**config.mk**
```make
export PLATFORM = sky130hd
export DESIGN_NAME = booth_product_accumulator
export DESIGN_NICKNAME = d
export VERILOG_FILES = /design/src/rtl/booth_product_accumulator.sv
export SDC_FILE = /design/constraint.sdc
export NUM_CORES = 1
export LEC_CHECK = 0
export CAP_MARGIN = 40
export CORE_MARGIN = 2
export CORE_UTILIZATION = 40
export CTS_CLUSTER_SIZE = 25
export DETAILED_ROUTE_END_ITERATION = 10
export GPL_ROUTABILITY_DRIVEN = 0
export GPL_TIMING_DRIVEN = 1
export SLEW_MARGIN = 30
export SYNTH_ARGS = -nofsm -noshare
export SYNTH_HDL_FRONTEND = slang
export SYNTH_SLANG_ARGS = --single-unit
```
**constraint.sdc**
```tcl
create_clock -name clk -period 6.1 [get_ports clk]
set_input_delay 1.22 -clock clk [delete_from_list [all_inputs] [get_ports clk]]
set_output_delay 1.22 -clock clk [all_outputs]
set_load 0.05 [all_outputs]
```
**src/rtl/booth_product_accumulator.sv**
```systemverilog
// rtl/booth_product_accumulator.sv - saturating per-frame accumulator for signed Booth multiplier products
module booth_product_accumulator #(
  parameter int N     = 32,
  parameter int ACC_W = 72,
  parameter int CNT_W = 8
) (
  input  logic               clk,
  input  logic               rst,
  input  logic               in_valid,
  output logic               in_ready,
  input  logic [2*N-1:0]     in_product,
  input  logic               in_last,
  output logic               out_valid,
  input  logic               out_ready,
  output logic [ACC_W-1:0]   out_sum,
  output logic [CNT_W-1:0]   out_count,
  output logic               out_sat
);

  localparam int P_W = 2 * N;
  localparam logic [ACC_W-1:0] ACC_MAX = {1'b0, {(ACC_W-1){1'b1}}};
  localparam logic [ACC_W-1:0] ACC_MIN = {1'b1, {(ACC_W-1){1'b0}}};

  typedef enum logic {ACCUM = 1'b0, HOLD = 1'b1} state_t;

  state_t            state;
  logic [ACC_W-1:0]  acc;
  logic [CNT_W-1:0]  count;
  logic              sat;

  logic              accept;
  logic [ACC_W:0]    wide_sum;
  logic              clamp;
  logic [ACC_W-1:0]  nsum;
  logic [CNT_W-1:0]  count_inc;

  assign in_ready = (state == ACCUM) && !rst;
  assign accept   = in_valid && in_ready;

  // One guard bit: the two top bits disagree exactly when the sum leaves the ACC_W range.
  assign wide_sum  = {acc[ACC_W-1], acc}
                   + {{(ACC_W+1-P_W){in_product[P_W-1]}}, in_product};
  assign clamp     = wide_sum[ACC_W] != wide_sum[ACC_W-1];
  assign nsum      = !clamp ? wide_sum[ACC_W-1:0]
                   : (wide_sum[ACC_W] ? ACC_MIN : ACC_MAX);
  assign count_inc = (&count) ? count : count + 1'b1;

  always_ff @(posedge clk) begin
    if (rst) begin
      state     <= ACCUM;
      acc       <= '0;
      count     <= '0;
      sat       <= 1'b0;
      out_valid <= 1'b0;
      out_sum   <= '0;
      out_count <= '0;
      out_sat   <= 1'b0;
    end else begin
      case (state)
        ACCUM: begin
          if (accept) begin
            if (in_last) begin
              out_sum   <= nsum;
              out_count <= count_inc;
              out_sat   <= sat | clamp;
              out_valid <= 1'b1;
              state     <= HOLD;
              acc       <= '0;
              count     <= '0;
              sat       <= 1'b0;
            end else begin
              acc   <= nsum;
              count <= count_inc;
              sat   <= sat | clamp;
            end
          end
        end
        HOLD: begin
          if (out_ready) begin
            out_valid <= 1'b0;
            state     <= ACCUM;
          end
        end
        default: state <= ACCUM;
      endcase
    end
  end

endmodule
```
# After elaboration in Yosys (flattened, before gate mapping)
# Cells that the tools add are included.
[op_classes]
n_addsub = 2
eq_ne = 4
n_mux = 14
bitwise_logic = 2
n_reduce_logical = 7
[ops]
columns = ["cell", "count"]
rows = [
  ["two-way mux 72 bit", 3],
  ["adder 72 x 64 -> 73 bit", 1],
  ["two-way mux 8 bit", 2],
  ["adder 8 x 1 -> 8 bit (second input constant)", 1],
  ["AND reduction 8 bit", 1],
  ["two-way mux 1 bit", 7],
  ["inequality test 2 bit (second input constant)", 3],
  ["AND reduction 3 bit", 2],
  ["case mux 1 bit (2 select lines)", 2],
  ["logical AND 1 bit", 2],
  ["AND reduction 2 bit", 1],
  ["logical NOT 1 bit", 1],
  ["inequality test 1 bit", 1],
  ["inverter 1 bit", 1],
  ["OR 1 bit", 1],
]
[word_totals]
reg_bits = 164
input_bits = 69
wordCells = 37

# Depth between registers and ports, before layout
[depth]
depth_word = 5
depth_mapped = 15
depth_no_buf = 13

# Worst setup path before layout
# Ideal clock, no wire load.
[synth_path]
kind = "input to register"
start = "in in_product[0]"
end = "reg out_sum[70]"
setup_ns = 0.122
arrival_time_ns = 3.817
required_time_ns = 5.978
path_slack_ns = 2.161
cell_stages = 14
n_path_buf = 1
cell_sequence = "ha_1 inv_1 fa_1 nand2b_1 a21oi_1 o21ai_1 a21oi_1 a21o_1 o211ai_1 a21oi_2 o31ai_2 and2_1 buf_2 a221o_1"
[synth_via]
elab_chain_len = 3
word_cells_on_any_way = 4
[synth_rtl]
columns = ["item", "line_no", "rtl"]
rows = [
  ["from (decl)", "11", "input logic [2*N-1:0] in_product,"],
  ["adder 72 x 64 -> 73 bit (*)", "42", "+ {{(ACC_W+1-P_W){in_product[P_W-1]}}, in_product};"],
  ["two-way mux 72 bit / inequality test 1 bit (equally long branches)", "45, 43", ""],
  ["two-way mux 72 bit (*)", "44", "assign nsum = !clamp ? wide_sum[ACC_W-1:0]"],
  ["to (signal assigned)", "63", "out_sum <= nsum;"],
  ["to (decl)", "15", "output logic [ACC_W-1:0] out_sum,"],
]
# Mark *: on every way between the ends. The rest lies on a longest branch, timed or not.
# A chain may end at the register's enable or synchronous reset.

# Worst setup path in the final report
[layout_path]
start = "in in_product[0]"
end = "reg out_sum[64]"
# Same word-level chain as after synthesis.

==> out/metrics.yaml <==
run_status:
  outcome: "finished clean"
cts:
  cts_tree: "built"
  clock_sinks: 164
  clk_pin_slew_ps: 70
  ctsResizeCount: 0
  cts-root-buf: "clkbuf_16"
  cts_htree_levels: 4
  worstSkewPairLatency_ps: 430
  cts_setup_buffers: 0
  clk_path_buf_depth: 2
  numCtsBuffers: 17
  cts_hold_buffers: 0
cells_and_area:
  diodes: 0
  fin_area_sq_mm: 0.01280
  area_delta_synth_final_pct: 22.10
  drive_gt1_share_pct: 5.697
  utilization_pct: 49.39
  fin_cells: 1792
  nets: 1587
routing:
  drc: 0
  vias: 10380
  first_pass_iters: 5
  viasPerCell: 5.790
  drt_iter0_drc: 732
  post_drt_wl_per_cell_microns: 18.52
  wirelength_microns: 33190
  postRouteAntennaNets: 0
logic_synthesis:
  ys_seq_area_share_pct: 31.32
  synth_top_family_by_area: "compound AO/OA/AOI/OAI gates"
  synth_edf_count: 0
  synth_compound_area_share_pct: 31.04
  synthArstFlopShare_pct: 0
  syn_nets: 1487
  synth_ff_type: "dfxtp_1"
  yosys-top-cells-area: "dfxtp_1 (31%), a21oi_1 (9.5%), ha_1 (8.7%), nand2_1 (6.8%), o211ai_1 (3.7%)"
  synth_cell_types: 67
  syn_area_per_cell_sq_um: 7.799
  synthMuxAreaShare_pct: 0.2865
  ys_ff_latch: 164
  synth_fa_ha_area_share_pct: 8.905
  yosysWarnings: 0
  synth_top_area_cell: "dfxtp_1"
  synthTopCellsByCount: "a21oi_1 (200), nand2_1 (189), dfxtp_1 (164), nor2_1 (79), ha_1 (73)"
  synth_area_sq_mm: 0.01048
  yosysMostFrequentCell: "a21oi_1"
  synthXorXnorAreaFrac_pct: 5.515
  synthSimpleGateAreaFrac_pct: 18.28
  netlist.area_leader.share_pct: 31.32
  synthCells: 1344
sta:
  fin_crit_ps: 4927
  slew_headroom_pct: 46.13
  setup_ws_ps: 1173
  hold_viol: 0
  final.setup.tns_ps: 0
  setup_violations: 0
  finClkSkew_ps: 13.90
  maxSlewViolCount: 0
  fmax_ghz: 0.2030
  worst_pin_slew_ps: 797.7
  fin_crit_sh_pct: 80.77
  grt_setup_unrepaired: "false"
pwr:
  peakVddDrop_mv: 0.1398
  p_leak_uw: 0.005218
  p_per_area_mw_per_mm2: 274.9
critical_path:
  crit_type: "in -> reg"
  end_kind: "register"
  crit_fanout: 10
  r2r-start: "acc[0]$_SDFFE_PP0P_"
  worstPathRequired_ps: 6470
  start_kind: "primary input"
  ff2ff_setup_slack_ps: 2120
  timing.rr.end: "out_sum[64]$_SDFFE_PP0P_"
  ff2ff_path_depth: 14
  arrival_ps: 5300
  cp-endpoint: "out_sum[64]$_SDFFE_PP0P_"
  crit_start: "in_product[0]"
grt:
  grt_usage_pct: 23.82
  grt_pass1_vias: 10000
  antenna_found_initial: 0
  grt_pass1_wl_microns: 53430
  grt_overflow_total: 0
  grt_max_degree: 63
floorplanning:
  rows: 59
  start_util_pct: 40.45
  core_sq_mm: 0.02591
  die_y_microns: 165.9
  die_area_sq_mm: 0.02751
  io_pins: 152
  die_w_microns: 165.9
worst_hold_path:
  hold_path_class: "reg -> reg"
place:
  place_ws_ps: 807.1
  placedCellCount: 1759
  portBuffers: 151
  hpwl_microns: 24730
  placed_area_sq_mm: 0.01220
job:
  drv_cap: 0
-- metal layers --
metal	up-vias	GRT usage [%]	wire, microns
met5	-	0	0
met4	0	5.709	570
met3	37	3.837	1661
met2	320	39.13	15240
met1	4879	32.78	15710
li1	5140	-	-
-- layout by cell type, fill, tap and decap left out, types with 23 or more instances in the layout --
| cell type | count |
|---|---|
| nand2_1 | 188 |
| xor2_1 | 24 |
| nand4_1 | 36 |
| nand3_1 | 23 |
| o21ai_0 | 71 |
| dfxtp_1 | 164 |
| clkdlybuf4s50_1 | 151 |
| a21oi_1 | 200 |
| a221o_1 | 31 |
| xnor2_1 | 42 |
| nor2_1 | 77 |
| ha_1 | 73 |
| a21o_1 | 26 |
| o211ai_1 | 52 |
-- power breakdown --
| group | internal, uW | switching [uW] |
|---|---|---|
| clock network | 610 | 488 |
| logic | 445 | 748 |
| registers | 1170 | 60.2 |
-- worst min path at each step --
stage | from | cells after the start | to | slack [ps]
after floorplan | state$_SDFF_PP0_ | 2 | state$_SDFF_PP0_ | 420
after global placement | state$_SDFF_PP0_ | 2 | state$_SDFF_PP0_ | 430
after detailed placement | state$_SDFF_PP0_ | 2 | state$_SDFF_PP0_ | 450
after CTS | state$_SDFF_PP0_ | 2 | state$_SDFF_PP0_ | 460
after global routing | state$_SDFF_PP0_ | 2 | state$_SDFF_PP0_ | 470
final | state$_SDFF_PP0_ | 2 | state$_SDFF_PP0_ | 460
-- cell families (layout without fill, tap and decap cells) --
group | count (synthesis) | after routing
AOI/OAI and AO/OA | 505 | 505
and+or+nand+nor | 419 | 419
DFF | 164 | 164
buffers and inverters | 113 | 226
adders and majority gates | 74 | 74
xor gates and xnor gates | 66 | 66
muxes | 3 | 3
-- metrics by stage --
| stage | total power [uW] | hold WS (ps) |
|---|---|---|
| floorplan | 2074 | 422.9 |
| global placement | 2423 | 429.2 |
| detailed placement | 2428 | 448.1 |
| CTS | 3525 | 458.6 |
| global route | 3698 | 473.6 |
| finish | 3518 | 455.2 |
-- worst max-delay path: stages --
cell and delay (ps):
clkdlybuf4s50_1 490, ha_1 200, inv_1 70, fa_1 400, nand2b_1 180, a21oi_1 250, o21ai_1 200, a21oi_1 300
a21o_1 200, o211ai_1 180, and3_1 310, o31ai_2 460, buf_4 270, and2_1 360, a221o_1 210
-- flip-flops by register name, summed over array words and instances, names as in the netlist --
register and cells:
state 1, sat 1, count 8, out_valid 1
out_count 8, out_sum 72, out_sat 1, acc 72
-- layout make-up --
class                      count  area (sq um)
clock buffer                  18         429.2
clock inverter                14         148.9
fill                        2560         13110
inverter                      23         86.33
multi-input combinational   1067          6729
sequential                   164          3283
tap                          335         419.2
timing repair buffer         171          1702
Power figures use the tool's default switching activity.
